### src/rtl/timer_sched_pkg.sv
// Shared types and constants for the deadline scheduler: FSM states,
// timer register offsets, the "never" deadline and the IRQ settle length.
package timer_sched_pkg;

  typedef enum logic [3:0] {
    ST_IDLE,
    ST_RD_HI0,
    ST_RD_LO,
    ST_RD_HI1,
    ST_CHECK,
    ST_SCAN,
    ST_WR_LO_MAX,
    ST_WR_HI,
    ST_WR_LO,
    ST_SETTLE
  } state_t;

  localparam logic [31:0] OFF_MTIME_LO    = 32'h0;
  localparam logic [31:0] OFF_MTIME_HI    = 32'h4;
  localparam logic [31:0] OFF_MTIMECMP_LO = 32'h8;
  localparam logic [31:0] OFF_MTIMECMP_HI = 32'hC;

  localparam logic [63:0] NEVER = 64'hFFFF_FFFF_FFFF_FFFF;

  localparam int SETTLE_CYCLES = 2;

endpackage

### src/rtl/timer_sched_wbm.sv
// Single-transfer Wishbone master: a start pulse launches one read or write,
// done pulses in the ack cycle so the caller can chain the next transfer there.
module timer_sched_wbm #(
  parameter int DW = 32,
  parameter int AW = 32,
  parameter int SW = 4
) (
  input  logic          clk_i,
  input  logic          rst_i,
  input  logic          start,
  input  logic          we,
  input  logic [AW-1:0] addr,
  input  logic [DW-1:0] wdata,
  output logic          done,
  output logic [DW-1:0] rdata,
  output logic [AW-1:0] wbm_addr_o,
  output logic [DW-1:0] wbm_data_o,
  output logic          wbm_we_o,
  output logic [SW-1:0] wbm_sel_o,
  output logic          wbm_stb_o,
  output logic          wbm_cyc_o,
  input  logic          wbm_ack_i,
  input  logic [DW-1:0] wbm_data_i
);

  assign done  = wbm_cyc_o & wbm_stb_o & wbm_ack_i;
  assign rdata = wbm_data_i;

  // A start in the ack cycle takes priority so back-to-back transfers keep cyc high.
  always_ff @(posedge clk_i or posedge rst_i) begin
    if (rst_i) begin
      wbm_cyc_o  <= 1'b0;
      wbm_stb_o  <= 1'b0;
      wbm_we_o   <= 1'b0;
      wbm_addr_o <= '0;
      wbm_data_o <= '0;
      wbm_sel_o  <= '0;
    end else begin
      wbm_sel_o <= '1;
      if (start) begin
        wbm_cyc_o  <= 1'b1;
        wbm_stb_o  <= 1'b1;
        wbm_we_o   <= we;
        wbm_addr_o <= addr;
        wbm_data_o <= wdata;
      end else if (done) begin
        wbm_cyc_o <= 1'b0;
        wbm_stb_o <= 1'b0;
      end
    end
  end

endmodule

### src/rtl/wb_timer_sched.sv
// Shares one machine timer among N_CH absolute-deadline slots: reads mtime,
// retires expired slots, then programs mtimecmp with the earliest remaining deadline.
module wb_timer_sched
  import timer_sched_pkg::*;
#(
  parameter int                  N_CH          = 4,
  parameter int                  WB_DATA_WIDTH = 32,
  parameter int                  WB_ADDR_WIDTH = 32,
  parameter int                  WB_SEL_WIDTH  = 4,
  parameter logic [WB_ADDR_WIDTH-1:0] TIMER_BASE = '0
) (
  input  logic                     clk_i,
  input  logic                     rst_i,
  input  logic [N_CH-1:0]          req_valid_i,
  input  logic [N_CH-1:0]          req_cancel_i,
  input  logic [64*N_CH-1:0]       req_deadline_i,
  output logic                     req_ready_o,
  output logic [N_CH-1:0]          expired_o,
  output logic [N_CH-1:0]          armed_o,
  output logic                     busy_o,
  input  logic                     timer_irq_i,
  output logic [WB_ADDR_WIDTH-1:0] wbm_addr_o,
  output logic [WB_DATA_WIDTH-1:0] wbm_data_o,
  output logic                     wbm_we_o,
  output logic [WB_SEL_WIDTH-1:0]  wbm_sel_o,
  output logic                     wbm_stb_o,
  output logic                     wbm_cyc_o,
  input  logic                     wbm_ack_i,
  input  logic [WB_DATA_WIDTH-1:0] wbm_data_i
);

  localparam int IW = (N_CH > 1) ? $clog2(N_CH) : 1;

  state_t                   state;
  logic [63:0]              dl [N_CH];
  logic [31:0]              hi0;
  logic [31:0]              lo;
  logic [63:0]              tgt;
  logic [63:0]              now;
  logic [IW-1:0]            idx;
  logic [1:0]               settle_cnt;
  logic [N_CH-1:0]          due;
  logic                     go;
  logic                     last_scan;
  logic                     hi_match;
  logic                     wb_start;
  logic                     wb_we;
  logic                     wb_done;
  logic [WB_ADDR_WIDTH-1:0] wb_addr;
  logic [WB_DATA_WIDTH-1:0] wb_wdata;
  logic [WB_DATA_WIDTH-1:0] wb_rdata;

  assign now       = {hi0, lo};
  assign go        = req_ready_o && ((|(req_valid_i | req_cancel_i)) || timer_irq_i);
  assign last_scan = (idx == IW'(N_CH - 1));
  assign hi_match  = (wb_rdata[31:0] == hi0);

  always_comb begin
    due = '0;
    for (int i = 0; i < N_CH; i++) due[i] = armed_o[i] && (dl[i] <= now);
  end

  // Each transfer is launched in the cycle the previous one is acked, so the
  // bus sees no idle cycle between the reads or between the writes.
  always_comb begin
    wb_start = 1'b0;
    wb_we    = 1'b0;
    wb_addr  = TIMER_BASE + WB_ADDR_WIDTH'(OFF_MTIME_HI);
    wb_wdata = '0;
    case (state)
      ST_IDLE:   wb_start = go;
      ST_RD_HI0: begin
        wb_start = wb_done;
        wb_addr  = TIMER_BASE + WB_ADDR_WIDTH'(OFF_MTIME_LO);
      end
      ST_RD_LO:  wb_start = wb_done;
      ST_RD_HI1: begin
        wb_start = wb_done && !hi_match;
        wb_addr  = TIMER_BASE + WB_ADDR_WIDTH'(OFF_MTIME_LO);
      end
      ST_SCAN: begin
        wb_start = last_scan;
        wb_we    = 1'b1;
        wb_addr  = TIMER_BASE + WB_ADDR_WIDTH'(OFF_MTIMECMP_LO);
        wb_wdata = '1;
      end
      ST_WR_LO_MAX: begin
        wb_start = wb_done;
        wb_we    = 1'b1;
        wb_addr  = TIMER_BASE + WB_ADDR_WIDTH'(OFF_MTIMECMP_HI);
        wb_wdata = WB_DATA_WIDTH'(tgt[63:32]);
      end
      ST_WR_HI: begin
        wb_start = wb_done;
        wb_we    = 1'b1;
        wb_addr  = TIMER_BASE + WB_ADDR_WIDTH'(OFF_MTIMECMP_LO);
        wb_wdata = WB_DATA_WIDTH'(tgt[31:0]);
      end
      default: ;
    endcase
  end

  always_ff @(posedge clk_i or posedge rst_i) begin
    if (rst_i) begin
      state       <= ST_IDLE;
      armed_o     <= '0;
      expired_o   <= '0;
      req_ready_o <= 1'b0;
      busy_o      <= 1'b0;
      hi0         <= '0;
      lo          <= '0;
      tgt         <= NEVER;
      idx         <= '0;
      settle_cnt  <= '0;
      for (int i = 0; i < N_CH; i++) dl[i] <= '0;
    end else begin
      expired_o <= '0;
      case (state)
        ST_IDLE: begin
          req_ready_o <= 1'b1;
          if (go) begin
            for (int i = 0; i < N_CH; i++) begin
              if (req_valid_i[i]) begin
                dl[i]      <= req_deadline_i[64*i +: 64];
                armed_o[i] <= 1'b1;
              end else if (req_cancel_i[i]) begin
                armed_o[i] <= 1'b0;
              end
            end
            state       <= ST_RD_HI0;
            req_ready_o <= 1'b0;
            busy_o      <= 1'b1;
          end
        end
        ST_RD_HI0: if (wb_done) begin
          hi0   <= wb_rdata[31:0];
          state <= ST_RD_LO;
        end
        ST_RD_LO: if (wb_done) begin
          lo    <= wb_rdata[31:0];
          state <= ST_RD_HI1;
        end
        // HI1 becomes the reference high word whether or not the halves matched.
        ST_RD_HI1: if (wb_done) begin
          hi0   <= wb_rdata[31:0];
          state <= hi_match ? ST_CHECK : ST_RD_LO;
        end
        ST_CHECK: begin
          armed_o   <= armed_o & ~due;
          expired_o <= due;
          idx       <= '0;
          tgt       <= NEVER;
          state     <= ST_SCAN;
        end
        ST_SCAN: begin
          if (armed_o[idx] && (dl[idx] < tgt)) tgt <= dl[idx];
          if (last_scan) state <= ST_WR_LO_MAX;
          else           idx   <= idx + 1'b1;
        end
        ST_WR_LO_MAX: if (wb_done) state <= ST_WR_HI;
        ST_WR_HI:     if (wb_done) state <= ST_WR_LO;
        ST_WR_LO: if (wb_done) begin
          settle_cnt <= '0;
          state      <= ST_SETTLE;
        end
        // The timer's IRQ register still reflects the old compare value here.
        ST_SETTLE: begin
          if (settle_cnt == 2'(SETTLE_CYCLES - 1)) begin
            state       <= ST_IDLE;
            req_ready_o <= 1'b1;
            busy_o      <= 1'b0;
          end else begin
            settle_cnt <= settle_cnt + 1'b1;
          end
        end
        default: state <= ST_IDLE;
      endcase
    end
  end

  timer_sched_wbm #(
    .DW(WB_DATA_WIDTH),
    .AW(WB_ADDR_WIDTH),
    .SW(WB_SEL_WIDTH)
  ) u_wbm (
    .clk_i      (clk_i),
    .rst_i      (rst_i),
    .start      (wb_start),
    .we         (wb_we),
    .addr       (wb_addr),
    .wdata      (wb_wdata),
    .done       (wb_done),
    .rdata      (wb_rdata),
    .wbm_addr_o (wbm_addr_o),
    .wbm_data_o (wbm_data_o),
    .wbm_we_o   (wbm_we_o),
    .wbm_sel_o  (wbm_sel_o),
    .wbm_stb_o  (wbm_stb_o),
    .wbm_cyc_o  (wbm_cyc_o),
    .wbm_ack_i  (wbm_ack_i),
    .wbm_data_i (wbm_data_i)
  );

endmodule

### config.mk
export PLATFORM = sky130hd
export DESIGN_NAME = wb_timer_sched
export DESIGN_NICKNAME = d
export VERILOG_FILES = /design/src/rtl/timer_sched_pkg.sv /design/src/rtl/timer_sched_wbm.sv /design/src/rtl/wb_timer_sched.sv
export SDC_FILE = /design/constraint.sdc
export NUM_CORES = 1
export LEC_CHECK = 0
export ABC_AREA = 1
export CORE_MARGIN = 4
export CORE_UTILIZATION = 26
export CTS_BUF_LIST = sky130_fd_sc_hd__clkbuf_4 sky130_fd_sc_hd__clkbuf_8
export CTS_CLUSTER_SIZE = 24
export DETAILED_ROUTE_END_ITERATION = 10
export PLACE_DENSITY = 0.53
export RECOVER_POWER = 25
export SKIP_CTS_REPAIR_TIMING = 1
export SYNTH_ARGS = -nofsm -noshare
export SYNTH_HDL_FRONTEND = slang
export SYNTH_SLANG_ARGS = --single-unit
export TNS_END_PERCENT = 1
### constraint.sdc
create_clock -name clk_i -period 37 [get_ports clk_i]
set_clock_uncertainty 0.05 [all_clocks]
set_input_delay 5.55 -clock clk_i [delete_from_list [all_inputs] [get_ports clk_i]]
set_output_delay 5.55 -clock clk_i [all_outputs]
set_load 0.05 [all_outputs]
==> results of run 1 <==
kinds of logic (layout without fill, tap and decap cells):
| logic type | after synthesis | after routing | share of synthesized area |
|---|---|---|---|
| xor gates and xnor gates | 9 | 9 | 0.00284 |
| and+or+nand+nor | 1517 | 1517 | 0.226 |
| other | 2 | 34 | 0.000271 |
| adders and majority gates | 321 | 321 | 0.145 |
| buffers and inverters | 555 | 901 | 0.0849 |
| AOI/OAI and AO/OA | 723 | 723 | 0.142 |
| DFF | 439 | 439 | 0.399 |
routing by layer:
layer  track usage  wire length [µm]
met1         0.289             54300
met4        0.0509              2480
met3        0.0439              8250
met5             0                 0
met2         0.322             51700
sequential cells by signal, summed over array words and instances (netlist names):
name / cells
u_wbm.wbm_we_o: 1
u_wbm.wbm_stb_o: 1
u_wbm.wbm_addr_o: 2
armed_o: 4
hi0: 32
u_wbm.wbm_data_o: 32
u_wbm.wbm_sel_o: 1
idx: 2
expired_o: 4
dl: 256
tgt: 64
req_ready_o: 1
busy_o: 1
lo: 32
state: 4
settle_cnt: 2
path summary, 6_finish.rpt:
kind,start,endpoint,slack (ns),cells after the start
setup / recovery,rst_i,dl[126],21.64,3
hold / removal,tgt[3],tgt[3],0.42,2
setup reg to reg,idx[0],tgt[35],25.07,15
hold reg to reg,tgt[3],tgt[3],0.42,2
max in group clk_i,idx[0],tgt[35],25.07,15
min in group asynchronous,rst_i,dl[94],6.41,2
report_power, final:
group | internal [mW] | leakage, nW | switching [mW]
clock network | 0.320 | 1.05 | 0.243
logic | 0.435 | 9.89 | 0.761
registers | 0.652 | 5.39 | 0.183
synthesized netlist by cell type, types with 15 or more instances:
library cell  count  area, µm²
buf_2            47        235
dfstp_2          64       1680
ha_1            321       4020
nor2_1           80        300
nand3_1         139        696
a211oi_1         15        113
nand3_2          23        230
nand4_1          46        288
o21ai_0         351       1760
nor3_1           25        125
nand2_1        1175       4410
a21oi_1         231       1160
clkbuf_1         88        330
inv_1           361       1360
o22ai_1          31        194
dfrtp_1         375       9380
buf_4            34        255
o211ai_1         77        578
final cells by class:
| cell class | count | area (µm²) |
|---|---|---|
| Fill cell | 11300 | 71300 |
| Multi-Input combinational cell | 2601 | 14400 |
| Sequential cell | 439 | 11100 |
| Timing Repair Buffer | 372 | 3670 |
| Clock buffer | 145 | 1790 |
| Tap cell | 1391 | 1740 |
| Inverter | 368 | 1390 |
| Clock inverter | 16 | 171 |
| Antenna cell | 3 | 7.51 |
worst max-delay path: cells and delay by family:
family / cells / cell delay (ns)
buf+inv: 3 / 8.36
metrics by stage:
step / cells / utilization
finish: 5335 / 0.324
global route: 5333 / 0.324
detailed placement: 5171 / 0.306
CTS: 5332 / 0.325
global placement: 5171 / 0.306
floorplan: 3595 / -
==> reports/qor.csv, run 1 <==
stage,metric,value,unit
drt,vias,25400,
critical_path,cp-start-kind,input port,
min_path,hold_class,reg2reg,
timing,finalMaxSlewViolations,588,
layout,fin_area,34200,µm²
clock_tree,ctsRootBufferMaster,clkbuf_8,
yosys,synth_flop_cell,dfrtp_1,
placed_design,gp_congestion,0.924,
run_status,violations,"capacitance limit, slew limit",
layout,layout_commonest_cell,nand2_1,
floorplan,initial_core_util,0.263,
timing,rsz0062_at_grt,no,
placed_design,placedInstanceArea,32300,µm²
critical_path,cpMaxStageDelayCell,clkbuf_1,
layout,drive_above_1_share,0.0728,
floorplan,core_area,106000,µm²
timing,fin_tns_setup,0,ns
yosys,syn_inst,3566,
critical_path,crit_required,35.79,ns
drt,firstDrtPassIters,6,
run_status,status,"finished, violations left",
critical_path,crit_fanout,139,
timing,whs,0.421,ns
layout,nNetsFinal,4492,
timing,period_share,0.415,
global_route,grt-ovfl-total,0,
floorplan,die_w,335,µm
critical_path,cp_cell_sequence,"dlygate4sd3_1, clkinvlp_2, clkbuf_1",
drt,wirelength,117000,µm
drt,detail_route.wl_per_cell,21.9,µm
layout,areaGrowthSynthToFinish,23.4,%
power,power.density,75.8,nW/µm²
global_route,grt_pass1_wl,169000,µm
yosys,synth_seq_area_share,0.399,
global_route,grt_usage,0.206,
timing,fmax,0.0651,GHz
power,leakage,16.3,nW
drt,vias_per_cell,4.77,
placed_design,hpwl,90600,µm
critical_path,endpoint_kind,asynchronous set/reset pin,
clock_tree,htree_levels,3,
power,peakVddDrop,0.0307,mV
global_route,grt_pass1_vias,25000,
timing,worst-slew-pin-transition,7.85,ns
clock_tree,clockBufferDepth,3,
floorplan,num_rows,119,
clock_tree,cts_tree,yes,
yosys,syn_area,27700,µm²
clock_tree,cts_sinks,439,
layout,final_cell_mix,"1,174 x nand2_1, 375 x dfrtp_1, 356 x inv_1, 351 x o21ai_0, 347 x clkdlybuf4s50_1",
job,maxCapViolCount,7,
clock_tree,cts_made_buffers,89,
clock_tree,clock_latency,0.76,ns
timing,setup_viol,0,
drt,drt-initial-drc-count,2071,
clock_tree,clk_pin_slew,0.06,ns
critical_path,max_stage_delay,5.63,ns
drt,antenna_left,0,
placed_design,io_buffers,350,
timing,maxSlewHeadroom,-4.24,
drt,drc,0,
power,total_power,2.59,mW
floorplan,dieArea,112000,µm²
floorplan,die_h,335,µm
floorplan,ios,381,
timing,finalHoldViolCount,0,
timing,period_minus_slack,15.36,ns
critical_path,path_class,in2async,
critical_path,arrival,14.15,ns
placed_design,place_ws,28.08,ns
global_route,grt_max_degree,150,
timing,fin_ws,21.64,ns
yosys,ys_warn_count,0,
yosys,synthArstFlopShare,1.00,
yosys,ys_ff_latch,439,
global_route,antenna_found_initial,9,
yosys,synth_cell_types,47,
yosys,syn_area_per_cell,7.78,µm²
yosys,synth_edf_count,0,
Note: power is estimated with default switching activity, not from simulation.
==> run 2, diff against run 1 <==
--- a/config.mk
+++ b/config.mk
@@ -11,7 +11,7 @@
 export CTS_BUF_LIST = sky130_fd_sc_hd__clkbuf_4 sky130_fd_sc_hd__clkbuf_8
 export CTS_CLUSTER_SIZE = 24
 export DETAILED_ROUTE_END_ITERATION = 10
-export PLACE_DENSITY = 0.53
+export PLACE_DENSITY = 0.54
 export RECOVER_POWER = 25
 export SKIP_CTS_REPAIR_TIMING = 1
 export SYNTH_ARGS = -nofsm -noshare
==> constraint.sdc (replaced) <==
create_clock -name clk_i -period 13 [get_ports clk_i]
set_clock_uncertainty 0.05 [all_clocks]
set_input_delay 1.95 -clock clk_i [delete_from_list [all_inputs] [get_ports clk_i]]
set_output_delay 1.95 -clock clk_i [all_outputs]
set_load 0.05 [all_outputs]
==> run 2 against run 1 <==
Compared with the run above: the run still ends with capacitance limit, slew limit left; hold slack better by 0.0023 ns; highest routed layer is now met5; clock power grew to 2.9 times the previous value; setup slack got worse by 15 ns; register-to-register slack worse by 19 ns; core utilization grew 0.11 points.
==> reports/qor.csv, run 2 (synthesis gave the netlist of run 1 again) <==
stage,metric,value,unit
run_status,status,"finished, violations left",
run_status,violations,"capacitance limit, slew limit",
layout,num-fill-cells,11200,
clock_tree,cts_tree,yes,
critical_path,cp-start-kind,flip-flop,
global_route,grt_pass1_vias,25400,
global_route,grt_pass1_wl,170000,µm
layout,utilization,0.325,
critical_path,worst-path-buf-inv,3,
critical_path,regToRegSetupSlack,6.40,ns
clock_tree,cts_made_buffers,89,
timing,rsz0062_at_grt,no,
drt,drt-initial-drc-count,1999,
placed_design,hpwl,91900,µm
timing,worst-slew-pin-transition,4.17,ns
floorplan,num_rows,119,
critical_path,cp_cell_sequence,"inv_2, nor2_4, inv_2, nor2_1, clkbuf_1, o21ai_0, nand2_1",
drt,antenna_left,0,
timing,maxSlewHeadroom,-1.78,
layout,drive_above_1_share,0.0758,
timing,period_minus_slack,6.60,ns
critical_path,cpLargestDelayFamily,buffers and inverters,
placed_design,io_buffers,350,
clock_tree,clk_pin_slew,0.06,ns
floorplan,initial_core_util,0.263,
layout,final_cell_mix,"1,172 x nand2_1, 375 x dfrtp_1, 355 x inv_1, 351 x o21ai_0, 347 x clkdlybuf4s50_1",
critical_path,path_class,reg2reg,
critical_path,endpoint_kind,flip-flop,
drt,vias,25600,
floorplan,dieArea,112000,µm²
critical_path,crit_fanout,80,
global_route,grt_usage,0.206,
power,leakage,16.4,nW
global_route,grt-ovfl-total,0,
clock_tree,ctsRootBufferMaster,clkbuf_8,
layout,areaGrowthSynthToFinish,23.8,%
drt,firstDrtPassIters,6,
critical_path,cp_common_cell,inv_2,
clock_tree,cts_sinks,439,
timing,finalMaxSlewViolations,281,
global_route,antenna_found_initial,8,
timing,fin_tns_setup,0,ns
clock_tree,htree_levels,3,
layout,top_register,dl,
layout,nNetsFinal,4492,
floorplan,core_area,106000,µm²
critical_path,cpMaxStageDelayCell,clkbuf_1,
layout,largest_reg_flops,256,
global_route,grt_max_degree,137,
layout,layout_commonest_cell,nand2_1,
critical_path,max_stage_delay,3.00,ns
layout,area.sequential,11100,µm²
layout,multiInputGateArea,14400,µm²
critical_path,crit_required,13.57,ns
clock_tree,clockBufferDepth,3,
clock_tree,clock_latency,0.73,ns
power,peakVddDrop,0.0738,mV
layout,top_regs,"dl (256), tgt (64)",
drt,drc,0,
job,maxCapViolCount,5,
drt,wirelength,118000,µm
placed_design,gp_congestion,0.927,
timing,fmax,0.151,GHz
drt,vias_per_cell,4.80,
timing,period_share,0.508,
min_path,hold_class,reg2reg,
timing,setup_viol,0,
floorplan,die_w,335,µm
power,power.density,218,nW/µm²
floorplan,die_h,335,µm
power,total_power,7.48,mW
timing,finalHoldViolCount,0,
floorplan,ios,381,
critical_path,arrival,7.18,ns
drt,detail_route.wl_per_cell,22.2,µm
[run 2: changes by cell type in the layout (fill, tap and decap cells not counted), moves of 2 or more]
cell	change
inv_6	+4
clkbuf_4	+2
clkbuf_8	+2
clkinv_8	-2
clkinvlp_2	-2
inv_2	+2
inv_8	-2
nand2_1	-2
nand2_4	+2
[run 2: path summary, 6_finish.rpt]
check	start	to	depth (start not counted)
max in group asynchronous	rst_i	dl[131]	5
min in group asynchronous	rst_i	u_wbm.wbm_sel_o[0]	3
hold reg to reg	tgt[29]	tgt[29]	2
setup reg to reg	state[2]	u_wbm.wbm_data_o[4]	7
setup / recovery	state[2]	u_wbm.wbm_data_o[4]	7
hold / removal	tgt[29]	tgt[29]	2
[run 2: power breakdown]
group / switching [mW] / internal [mW] / total, mW
Clock: 0.689 / 0.949 / 1.64
Sequential: 0.538 / 1.85 / 2.39
Combinational: 2.21 / 1.24 / 3.45
Total: 3.43 / 4.05 / 7.48
[run 2: per-stage QoR]
| step | cell area, µm² | worst slack (ns) | std cells | hold slack [ns] |
|---|---|---|---|---|
| finish | 34300 | 6.40 | 5340 | 0.423 |
| global route | 34300 | 5.99 | 5339 | 0.436 |
| CTS | 34400 | 7.90 | 5338 | 0.426 |
| detailed placement | 32400 | 7.68 | 5171 | 0.411 |
| global placement | 32400 | 7.74 | 5171 | 0.404 |
| floorplan | 27800 | 5.12 | 3595 | 0.402 |
[run 2: layout make-up]
type	instances	share of cell area
antenna	2	0.000146
clock buffer	149	0.0533
clock inverter	18	0.00532
inverter	368	0.0406
multi-input combinational	2601	0.421
sequential	439	0.322
tap	1391	0.0507
timing repair buffer	372	0.107
[run 2: worst reg2reg max path, delay by kind of cell, from the launching register on]
family,cells,cell delay [ns]
compound gates,1,0.91
buf+inv,3,3.29
flops,1,0.58
simple gates,3,1.66
[run 2: per-layer routing]
| layer | GRT usage | vias to the layer above | part of all wire |
|---|---|---|---|
| met1 | 0.284 | 12300 | 0.45 |
| met3 | 0.0478 | 131 | 0.076 |
| li1 | - | 12400 | - |
| met4 | 0.0611 | 4 | 0.028 |
| met5 | 0 | - | 0.00029 |
| met2 | 0.324 | 850 | 0.44 |
==> run 3, diff against run 2 <==
==> constraint.sdc (replaced) <==
create_clock -name clk_i -period 5.3 [get_ports clk_i]
set_clock_uncertainty 0.05 [all_clocks]
set_input_delay 0.795 -clock clk_i [delete_from_list [all_inputs] [get_ports clk_i]]
set_output_delay 0.795 -clock clk_i [all_outputs]
set_load 0.05 [all_outputs]
==> run 3 against run 2 <==
Compared with the run above: combinational power rose by 150%; sequential share of layout area barely moved; flip-flop and latch count did not move; total power rose by 140%; critical path depth fell by 4; the flow still finishes with violations (capacitance limit, slew limit); highest routed layer unchanged; hold slack got worse by 0.0065 ns; design area barely moved.
==> reports/qor.csv, run 3 (synthesis gave the netlist of run 1 again) <==
stage,metric,value,unit
run_status,status,"finished, violations left",
run_status,violations,"capacitance limit, slew limit",
timing,setup_viol,0,
floorplan,ios,381,
floorplan,dieArea,112000,µm²
timing,fmax,0.238,GHz
critical_path,cp_cell_sequence,"dlygate4sd3_1, clkinvlp_2, clkbuf_2",
floorplan,num_rows,119,
power,power.density,527,nW/µm²
layout,largest_reg_flops,256,
floorplan,die_h,335,µm
placed_design,hpwl,90600,µm
critical_path,arrival,4.41,ns
layout,drive_above_1_share,0.0749,
clock_tree,cts_tree,yes,
floorplan,die_w,335,µm
timing,fin_ws,1.10,ns
layout,top_regs,"dl (256), tgt (64)",
floorplan,core_area,106000,µm²
timing,worst-slew-pin-transition,2.53,ns
power,switchingPower,8.27,mW
drt,drt-initial-drc-count,2043,
critical_path,crit_fanout,89,
drt,vias,25500,
timing,finalMaxSlewViolations,120,
clock_tree,clk_pin_slew,0.05,ns
power,leakage,16.4,nW
critical_path,cp-start-kind,input port,
layout,utilization,0.326,
power,total_power,18.1,mW
timing,rsz0062_at_grt,no,
timing,finalHoldViolCount,0,
clock_tree,clock_latency,0.73,ns
power,peakVddDrop,0.328,mV
placed_design,gp_congestion,0.988,
layout,areaGrowthSynthToFinish,23.9,%
global_route,antenna_found_initial,17,
critical_path,regToRegSetupSlack,1.22,ns
layout,nNetsFinal,4493,
job,maxCapViolCount,2,
power,seq_power_share,0.318,
drt,drc,0,
layout,layout_commonest_cell,nand2_1,
power,intPower,9.86,mW
critical_path,max_stage_delay,1.88,ns
min_path,hold_class,reg2reg,
drt,vias_per_cell,4.78,
layout,final_cell_mix,"1,172 x nand2_1, 375 x dfrtp_1, 355 x inv_1, 351 x o21ai_0, 349 x clkdlybuf4s50_1",
layout,top_register,dl,
critical_path,crit_required,5.50,ns
drt,antenna_left,0,
drt,wirelength,115000,µm
power,power_frac_clock,0.213,
drt,detail_route.wl_per_cell,21.6,µm
placed_design,place_ws,1.25,ns
timing,period_minus_slack,4.20,ns
power,switching_share,0.456,
global_route,grt_pass1_wl,167000,µm
floorplan,initial_core_util,0.263,
timing,period_share,0.793,
clock_tree,clockBufferDepth,3,
critical_path,path_class,in2async,
clock_tree,cts_sinks,439,
global_route,grt_max_degree,112,
global_route,grt_pass1_vias,25100,
critical_path,endpoint_kind,asynchronous set/reset pin,
critical_path,cpMaxStageDelayCell,clkbuf_2,
drt,firstDrtPassIters,5,
placed_design,io_buffers,350,
clock_tree,ctsRootBufferMaster,clkbuf_8,
timing,maxSlewHeadroom,-0.688,
clock_tree,cts_made_buffers,86,
clock_tree,htree_levels,3,
global_route,grt-ovfl-total,0,
power,combPwrFrac,0.469,
global_route,grt_usage,0.201,
==> run 3: cell count changes in the layout (fill, tap and decap cells not counted), moves of 2 or more <==
cell             previous run  this run
clkbuf_8                  114        99
buf_12                      2         9
diode_2                     2         6
bufinv_16                   3         6
clkbuf_1                    3         0
clkdlybuf4s50_1           347       349
clkinv_2                   11         9
dlygate4sd3_1               3         1
nor2_1                     81        79
==> run 3: cell type report <==
| type | instances | area, µm² |
|---|---|---|
| Fill cell | 11300 | 71200 |
| Multi-Input combinational cell | 2601 | 14400 |
| Sequential cell | 439 | 11100 |
| Timing Repair Buffer | 376 | 3810 |
| Tap cell | 1391 | 1740 |
| Clock buffer | 134 | 1630 |
| Inverter | 368 | 1390 |
| Clock inverter | 20 | 274 |
| Antenna cell | 6 | 15.0 |
==> run 3: per-stage QoR <==
stage | hold slack (ns) | instances | cell area, µm² | setup TNS (ns)
floorplan | 0.402 | 3595 | 27800 | -534.01
global placement | 0.406 | 5175 | 32500 | 0
detailed placement | 0.409 | 5175 | 32500 | 0
CTS | 0.423 | 5329 | 34400 | 0
global route | 0.436 | 5332 | 34400 | 0
finish | 0.417 | 5335 | 34400 | 0
==> run 3: path summary, 6_finish.rpt <==
check                           cells after the start                 from             endpoint
worst max-delay path                                3                rst_i               dl[74]
worst min-delay path                                2  u_wbm.wbm_data_o[9]  u_wbm.wbm_data_o[9]
worst max register to register                     17               idx[0]              tgt[22]
worst min register to register                      2  u_wbm.wbm_data_o[9]  u_wbm.wbm_data_o[9]
max in group clk_i                                 17               idx[0]              tgt[22]
min in group asynchronous                           2                rst_i   u_wbm.wbm_sel_o[0]
==> run 3: critical path: cells and delay by family <==
kind / cells / cell delay [ns]
buffers and inverters: 3 / 3.43
==> run 3: power by group through the flow <==
stage | clock network, mW | logic, mW | registers [mW]
floorplan | 0 | 5.75 | 5.32
global placement | 0 | 8.27 | 5.82
detailed placement | 0 | 8.43 | 5.79
CTS | 3.98 | 8.48 | 5.77
global route | 4.14 | 9.78 | 5.90
finish | 3.86 | 8.50 | 5.76
==> run 3: layer usage <==
layer,wire [µm],part of all wire,global-route usage
met1,52100,0.45,0.278
met2,51200,0.44,0.318
met3,9300,0.081,0.0500
met4,2560,0.022,0.0483
met5,50,0.00043,0
